`src/rtl/fsk_zero_cross_demod.sv`:
```
// -----------------------------------------------------------------------------
// fsk_zero_cross_demod
//
// Recovers FSK bits from a signed carrier sample stream. It measures the number
// of valid samples between successive rising zero crossings, with a hysteresis
// band around zero. Short periods decode as 1 and long periods decode as 0.
// A period counter that saturates flags loss of carrier.
//
// Parameters
//   W          sample width (two's complement)
//   CNT_W      period counter width; the counter saturates at 2^CNT_W-1
//   HYST       hysteresis magnitude; a sample must lie strictly beyond +/-HYST
//   THRESH     a period <= THRESH decodes as 1, a longer period decodes as 0
//   MIN_PERIOD a period shorter than this is treated as a glitch and dropped
//
// Ports
//   clk           system clock, rising edge
//   rst           asynchronous active-low reset
//   sample_valid  qualifies sample this cycle
//   sample        signed carrier sample
//   period_valid  one-cycle pulse when a new period is accepted
//   period_out    last accepted period in samples (held)
//   bit_out       decoded bit of the last accepted period (held)
//   carrier_lost  level; set on counter saturation, cleared by the next
//                 accepted period
// -----------------------------------------------------------------------------
module fsk_zero_cross_demod #(
    parameter int W          = 8,
    parameter int CNT_W      = 10,
    parameter int HYST       = 4,
    parameter int THRESH     = 192,
    parameter int MIN_PERIOD = 16
) (
    input  logic                clk,
    input  logic                rst,
    input  logic                sample_valid,
    input  logic signed [W-1:0] sample,
    output logic                period_valid,
    output logic [CNT_W-1:0]    period_out,
    output logic                bit_out,
    output logic                carrier_lost
);

    typedef enum logic [1:0] {
        ST_IDLE = 2'd0,
        ST_NEG  = 2'd1,
        ST_POS  = 2'd2
    } state_t;

    localparam logic signed [W-1:0] C_HYST_POS = W'(HYST);
    localparam logic signed [W-1:0] C_HYST_NEG = -C_HYST_POS;
    localparam logic [CNT_W-1:0]    C_CNT_MAX  = {CNT_W{1'b1}};
    localparam logic [CNT_W-1:0]    C_MIN_PER  = CNT_W'(MIN_PERIOD);
    localparam logic [CNT_W-1:0]    C_THRESH   = CNT_W'(THRESH);

    state_t           r_state;
    logic [CNT_W-1:0] r_cnt;
    logic             r_armed;
    logic             r_period_valid;
    logic [CNT_W-1:0] r_period_out;
    logic             r_bit_out;
    logic             r_carrier_lost;

    logic             w_above;
    logic             w_below;
    logic             w_rise;
    logic [CNT_W-1:0] w_cnt_inc;
    logic             w_sat;
    state_t           w_state_nxt;

    // Hysteresis comparisons, crossing detect and the candidate period.
    // w_cnt_inc doubles as the measured period P = cnt + 1. The counter is
    // cleared when it reaches the maximum value, so this addition never wraps.
    always_comb begin
        w_above   = (sample > C_HYST_POS);
        w_below   = (sample < C_HYST_NEG);
        w_rise    = (r_state == ST_NEG) && w_above;
        w_cnt_inc = r_cnt + {{(CNT_W-1){1'b0}}, 1'b1};
        w_sat     = (w_cnt_inc == C_CNT_MAX);
    end

    // Next polarity state; samples inside the hysteresis band never move it.
    always_comb begin
        w_state_nxt = r_state;
        case (r_state)
            ST_IDLE: begin
                if (w_above) begin
                    w_state_nxt = ST_POS;
                end else if (w_below) begin
                    w_state_nxt = ST_NEG;
                end else begin
                    w_state_nxt = ST_IDLE;
                end
            end
            ST_NEG: begin
                if (w_above) begin
                    w_state_nxt = ST_POS;
                end else begin
                    w_state_nxt = ST_NEG;
                end
            end
            ST_POS: begin
                if (w_below) begin
                    w_state_nxt = ST_NEG;
                end else begin
                    w_state_nxt = ST_POS;
                end
            end
            default: begin
                w_state_nxt = ST_IDLE;
            end
        endcase
    end

    // Polarity state, period counter, arming and all registered outputs.
    // Saturation takes priority over a coincident crossing. The first crossing
    // after reset or carrier loss only arms the detector.
    always_ff @(posedge clk or negedge rst) begin
        if (!rst) begin
            r_state        <= ST_IDLE;
            r_cnt          <= {CNT_W{1'b0}};
            r_armed        <= 1'b0;
            r_period_valid <= 1'b0;
            r_period_out   <= {CNT_W{1'b0}};
            r_bit_out      <= 1'b0;
            r_carrier_lost <= 1'b0;
        end else begin
            r_period_valid <= 1'b0;
            if (sample_valid) begin
                if (w_sat) begin
                    r_carrier_lost <= 1'b1;
                    r_state        <= ST_IDLE;
                    r_armed        <= 1'b0;
                    r_cnt          <= {CNT_W{1'b0}};
                end else begin
                    r_state <= w_state_nxt;
                    if (w_rise && !r_armed) begin
                        r_armed <= 1'b1;
                        r_cnt   <= {CNT_W{1'b0}};
                    end else if (w_rise && (w_cnt_inc >= C_MIN_PER)) begin
                        r_period_valid <= 1'b1;
                        r_period_out   <= w_cnt_inc;
                        r_bit_out      <= (w_cnt_inc <= C_THRESH);
                        r_carrier_lost <= 1'b0;
                        r_cnt          <= {CNT_W{1'b0}};
                    end else begin
                        // Ordinary sample or glitch crossing: keep counting.
                        r_cnt <= w_cnt_inc;
                    end
                end
            end else begin
                r_cnt <= r_cnt;
            end
        end
    end

    assign period_valid = r_period_valid;
    assign period_out   = r_period_out;
    assign bit_out      = r_bit_out;
    assign carrier_lost = r_carrier_lost;

endmodule

```
`config.mk`:
```
export PLATFORM = sky130hd
export DESIGN_NAME = fsk_zero_cross_demod
export DESIGN_NICKNAME = d
export VERILOG_FILES = /design/src/rtl/fsk_zero_cross_demod.sv
export SDC_FILE = /design/constraint.sdc
export NUM_CORES = 1
export LEC_CHECK = 0
export ABC_AREA = 1
export BUFFER_PORTS_ARGS = -buffer_cell sky130_fd_sc_hd__buf_4
export CAP_MARGIN = 20
export CORE_MARGIN = 2
export CORE_UTILIZATION = 55
export DETAILED_ROUTE_END_ITERATION = 7
export HOLD_SLACK_MARGIN = 0.15
export PLACE_DENSITY_LB_ADDON = 0.08
export REMOVE_ABC_BUFFERS = 1
export SETUP_SLACK_MARGIN = 0.15
export SYNTH_ARGS = -nofsm -noshare
export SYNTH_HDL_FRONTEND = slang
export SYNTH_SLANG_ARGS = --single-unit
```
`constraint.sdc`:
```
create_clock -name clk -period 2.2 [get_ports clk]
set_clock_uncertainty 0.1 [all_clocks]
set_input_delay 0.22 -clock clk [delete_from_list [all_inputs] [get_ports clk]]
set_output_delay 0.22 -clock clk [all_outputs]
set_load 0.005 [all_outputs]
```
==> results_dict.tcl, run 1 <==
set metrics [dict create \
    status "finished, final reports clean" \
    dp.cells 260 \
    drtIter0Drc 80 \
    period_needed_ns 1.99 \
    start_util 0.562 \
    routed.top_layer "met4" \
    syn2layout_area_growth_pct 23.8 \
    wl_per_cell_microns 13.7 \
    syn_area_per_cell_sq_um 7.30 \
    drv_cap 0 \
    crit_path_end_kind "flop" \
    drcViolationCount 0 \
    nNetsFinal 252 \
    wirelength_mm 3.66 \
    final_hold_viol_count 0 \
    root_buffer "clkbuf_4" \
    viasPerCell 5.41 \
    cts_tree "yes" \
    die-width_microns 56.4 \
    drv_slew 0 \
    synth_xor_area_frac 0.00580 \
    grt.total_usage 0.233 \
    cp_slowest_cell "dfrtp_1" \
    utilization 0.696 \
    period_share 0.904 \
    cp.required_ns 2.37 \
    tightest_slew_ns 0.405 \
    fp.coreArea_sq_um 2690 \
    grt_pass1_wl_mm 5.78 \
    synth_top_family_by_area "simple AND/OR/NAND/NOR gates" \
    setup_tns_ns 0 \
    ys_warn_count 0 \
    clk_path_buf_depth 2 \
    synth-compound-area-share 0.0787 \
    hold_class "input port to flop" \
    path_max_fanout 10 \
    p_leak_nw 0.917 \
    portBuffers 23 \
    max_stage_delay_ns 0.44 \
    fin_cells 268 \
    synth.area.mux_share 0 \
    die_area_sq_um 3180 \
    dp.final_hpwl_mm 2.65 \
    synth_area_sq_um 1510 \
    clkSlewWorstSetupHoldPaths_ns 0.15 \
    first_pass_iters 4 \
    numCtsBuffers 3 \
    holdCritStartpoint "sample[7]" \
    ir_drop_v 0.000649 \
    overflow 0 \
    met3_length_microns 147 \
    critical_path_class "flop to flop" \
    h-tree-depth 1 \
    path_cells "ha_2, nand3_1, o21ai_0, nand2_2, nand2_1, nor2_2, nand2_4, nand3_4, nor2_8, nand2_1, nand2_1" \
    relSlewSlack 0.730 \
    grt_pass1_vias 1356 \
    num_rows 19 \
    ys_ff_latch 26 \
    clkLatencyLatePin_ns 0.32 \
    grt_setup_unrepaired "yes" \
    post_synth_and_or_nand_nor_area_fraction 0.398 \
    grt_max_degree 27 \
    die_y_microns 56.4 \
    crit_path_start "r_cnt[0]$_DFFE_PN0P_" \
    vias 1449 \
    cp.arrival_ns 2.16 \
    io_pins 24 \
    holdWs_ns 0.220 \
    final-setup-viol-count 0 \
    p_per_area_nw_per_um2 789 \
    met1Wirelength_mm 1.53 \
    synth.distinct_cells 24 \
    start_kind "flop" \
    layout-drive-gt1-share 0.245 \
    wl_met2_mm 1.95 \
    synth_cells 207 \
    path_common_cell "nand2_1" \
    rr_startpoint "r_cnt[0]$_DFFE_PN0P_" \
    diodes 0 \
    fmax_ghz 0.503 \
    routabilityCongestion 0.913 \
    synth_fa_ha_area_frac 0.0249 \
    numClockSinks 26 \
    antenna_found_initial 0 \
    drtAntennaViolNets 0 \
    seq_area_frac_synth 0.431 \
]
## area by class of cell
cell class | instances | area [sq um]
multi-input combinational | 159 | 837
fill | 240 | 817
sequential | 26 | 652
timing repair buffer | 27 | 208
inverter | 21 | 81.3
tap | 31 | 38.8
clock inverter | 1 | 30.0
clock buffer | 3 | 22.5
## per-stage QoR
step / area (sq um) / worst slack [ns] / total power, mW
4_1_cts: 1800 / 0.165 / 1.46
5_1_grt: 1870 / 0.0705 / 1.58
3_3_place_gp: 1710 / 0.217 / 1.10
2_1_floorplan: 1500 / 0.428 / 0.925
6_report: 1870 / 0.211 / 1.47
3_5_place_dp: 1710 / 0.160 / 1.12
## what timing repair did
action                                  in CTS  in global routing
hold buffers                                 2                  0
cloned                                       0                  1
endpoints found under the setup margin       3                 26
hold endpoints to repair                    30                  0
pin swaps                                    0                  6
setup buffers                                0                  1
gates resized for setup                      1                 15
## metal layers
layer,GRT usage,vias to the layer above
li1,-,724
met1,0.297,688
met2,0.415,31
met3,0.0253,6
met4,0.0680,0
met5,0,-
## report_power, final
group | switching, mW | total [mW] | internal (mW)
clock | 0.146 | 0.330 | 0.184
combinational | 0.264 | 0.471 | 0.207
sequential | 0.0924 | 0.674 | 0.581
## flip-flops by register name, summed over array words and instances (netlist names)
register      cells
period_out       10
r_cnt            10
r_state           2
bit_out           1
carrier_lost      1
period_valid      1
r_armed           1
## synth_stat cells
cell | count | area (sq um)
nand3_1 | 20 | 100
nand3b_1 | 2 | 15.0
o22ai_1 | 3 | 18.8
o211ai_1 | 1 | 7.51
dfrtp_1 | 26 | 651
buf_6 | 1 | 11.3
nor2_1 | 16 | 60.1
a21boi_0 | 1 | 7.51
ha_1 | 3 | 37.5
o21ai_0 | 5 | 25.0
nand4_2 | 1 | 12.5
nor2_2 | 6 | 37.5
nand3_4 | 1 | 17.5
nand4_1 | 1 | 6.26
a21oi_1 | 4 | 20.0
clkbuf_1 | 1 | 3.75
xnor2_1 | 1 | 8.76
nand2_2 | 4 | 25.0
nor2_8 | 1 | 20.0
inv_1 | 17 | 63.8
nand3_2 | 1 | 10.0
inv_2 | 4 | 15.0
nand2_1 | 79 | 297
o21ai_1 | 8 | 40.0
## critical path, delay by kind of cell (launching register included)
family | cells | cell delay [ns]
AND/OR/NAND/NOR | 9 | 0.91
flip-flops | 1 | 0.44
AO/OA/AOI/OAI | 1 | 0.25
adder cells (fa/ha/maj) | 1 | 0.24
## worst paths after layout
kind	end	slack, ns	cells past startpoint
hold / removal	r_state[1]$_DFFE_PN0P_	0.22	4
setup reg to reg	period_out[5]$_DFFE_PN0P_	0.21	11
setup / recovery	period_out[5]$_DFFE_PN0P_	0.21	11
hold reg to reg	period_out[9]$_DFFE_PN0P_	0.39	2
min in group asynchronous	r_armed$_DFFE_PN0P_	0.23	2
max in group asynchronous	r_cnt[1]$_DFFE_PN0P_	1.51	2
## placed cells by master, fill, tap and decap left out, types with 3 or more instances in the layout
cell      count
nand2_1      75
dfrtp_1      25
buf_4        25
nand3_1      19
inv_1        17
nor2_1       14
nand2_2       7
o21ai_1       7
nor2_2        6
o21ai_0       5
a21oi_1       4
inv_2         3
o22ai_1       3
clkbuf_4      3
## cell families (layout without fill, tap and decap cells)
| group | after synthesis | count (layout) |
|---|---|---|
| compound gates | 22 | 22 |
| xor+xnor | 1 | 1 |
| fa+ha+maj | 3 | 3 |
| buf+inv | 23 | 52 |
| flops | 26 | 26 |
| simple gates | 132 | 133 |
Power figures use the tool's default switching activity.
==> run 2, diff against run 1 <==
--- a/config.mk
+++ b/config.mk
@@ -8,8 +8,7 @@
 export ABC_AREA = 1
 export BUFFER_PORTS_ARGS = -buffer_cell sky130_fd_sc_hd__buf_4
 export CAP_MARGIN = 20
-export CORE_MARGIN = 2
-export CORE_UTILIZATION = 55
+export CORE_UTILIZATION = 42
 export DETAILED_ROUTE_END_ITERATION = 7
 export HOLD_SLACK_MARGIN = 0.15
 export PLACE_DENSITY_LB_ADDON = 0.08
==> results_dict.tcl, run 2 (synthesis results as in run 1) <==
set metrics [dict create \
    layout-drive-gt1-share 0.256 \
    cp.required_ns 2.36 \
    die_area_sq_um 3840 \
    nNetsFinal 258 \
    dp.final_hpwl_mm 2.74 \
    clkSlewWorstSetupHoldPaths_ns 0.13 \
    start_util 0.446 \
    most-common-layout-cells "75 x nand2_1, 30 x buf_4, 25 x dfrtp_1" \
    diodes 0 \
    crit_path_end_kind "flop" \
    cp_slowest_cell "dfrtp_1" \
    ir_drop_v 0.000489 \
    first_pass_iters 4 \
    cts_tree "yes" \
    grt_setup_unrepaired "no" \
    cp_num_buf_inv 0 \
    antenna_found_initial 0 \
    portBuffers 23 \
    num_rows 21 \
    io_pins 24 \
    critical_path_class "flop to flop" \
    h-tree-depth 1 \
    viasPerCell 5.07 \
    wl_per_cell_microns 12.8 \
    drcViolationCount 0 \
    drtAntennaViolNets 0 \
    clkLatencyLatePin_ns 0.31 \
    multiInputGateArea_sq_um 847 \
    status "finished, final reports clean" \
    grt_pass1_vias 1314 \
    wirelength_mm 3.67 \
    drtIter0Drc 66 \
    hold_class "input port to flop" \
    cp.arrival_ns 2.06 \
    dpl_cell_area_sq_um 1730 \
    vias 1460 \
    max_stage_delay_ns 0.42 \
    drv_cap 0 \
    relSlewSlack 0.696 \
    path_common_cell "nand2_1" \
    final-setup-viol-count 0 \
    p_per_area_nw_per_um2 730 \
    p_leak_nw 0.927 \
    die-width_microns 62.0 \
    overflow 0 \
    fill_cells 320 \
    drv_slew 0 \
    start_kind "flop" \
    period_needed_ns 1.90 \
    regArea_sq_um 652 \
    numClockSinks 26 \
    tightest_slew_ns 0.456 \
    fp.coreArea_sq_um 3390 \
    path_cells "ha_2, nand3_1, o21ai_0, nand2_1, nand2_1, nor2_2, nand2_4, nand3_4, nor2_4, nand2_1, nand2_1" \
    grt_max_degree 27 \
    final_hold_viol_count 0 \
    path_delay_family "simple AND/OR/NAND/NOR gates" \
    grt.total_usage 0.204 \
    stdcell_area_sq_um 1910 \
    period_share 0.866 \
    final_common_cell "nand2_1" \
    root_buffer "clkbuf_4" \
    numCtsBuffers 3 \
    syn2layout_area_growth_pct 26.2 \
    setup_tns_ns 0 \
    clk_path_buf_depth 2 \
    routabilityCongestion 0.865 \
    path_max_fanout 5 \
    fmax_ghz 0.525 \
    die_y_microns 62.0 \
    grt_pass1_wl_mm 5.70 \
]
-- run 2: cell type report --
type,count,area share
multi-input combinational,160,0.445
clock buffer,3,0.0118
tap,46,0.0302
sequential,26,0.342
inverter,21,0.0427
timing repair buffer,32,0.129
-- run 2: worst min-delay path: stages --
cell and delay [ns]:
buf_4 0.08, a21oi_1 0.07, o211ai_1 0.15, o21ai_0 0.08
-- run 2: repair_timing --
item	4_1_cts	5_1_grt
endpoints found under the hold margin	30	0
resized for setup	1	16
setup buffers	1	5
hold buffers	2	0
endpoints found under the setup margin	12	21
pin swaps	0	9
gates cloned	0	2
-- run 2: path summary, 6_finish.rpt --
check	startpoint	endpoint	slack, ns	cells past startpoint
max in group asynchronous	rst	r_cnt[5]$_DFFE_PN0P_	1.50	2
worst min-delay path	sample[7]	r_state[1]$_DFFE_PN0P_	0.22	4
worst max register to register	r_cnt[0]$_DFFE_PN0P_	period_out[0]$_DFFE_PN0P_	0.30	11
min in group asynchronous	rst	r_armed$_DFFE_PN0P_	0.23	2
worst min register to register	period_out[7]$_DFFE_PN0P_	period_out[7]$_DFFE_PN0P_	0.40	2
worst max-delay path	r_cnt[0]$_DFFE_PN0P_	period_out[0]$_DFFE_PN0P_	0.30	11
-- run 2: routing by layer --
metal / part of all wire / GRT usage / vias to the layer above
met2: 0.49 / 0.366 / 24
met3: 0.023 / 0.0393 / 6
met4: 0.016 / 0.0571 / 0
met5: 0 / 0 / -
met1: 0.47 / 0.246 / 685
li1: - / - / 745
-- run 2: per-stage QoR --
stage	total power [mW]	utilization	cells	setup slack, ns	hold WS (ns)
finish	1.39	0.562	288	0.296	0.217
floorplan	0.925	-	205	0.428	-0.176
CTS	1.33	0.529	281	0.156	0.208
detailed placement	1.12	0.511	275	0.107	0.0540
global placement	1.11	0.511	275	0.188	0.0450
global route	1.50	0.562	288	0.154	0.229
-- run 2: where the power goes --
part           internal, mW  leakage [nW]  total (mW)  switching [mW]
Combinational         0.243         0.572       0.536           0.293
Clock                0.0641        0.0138       0.193           0.129
Sequential            0.580         0.341       0.661          0.0810
Total                 0.888         0.927        1.39           0.503
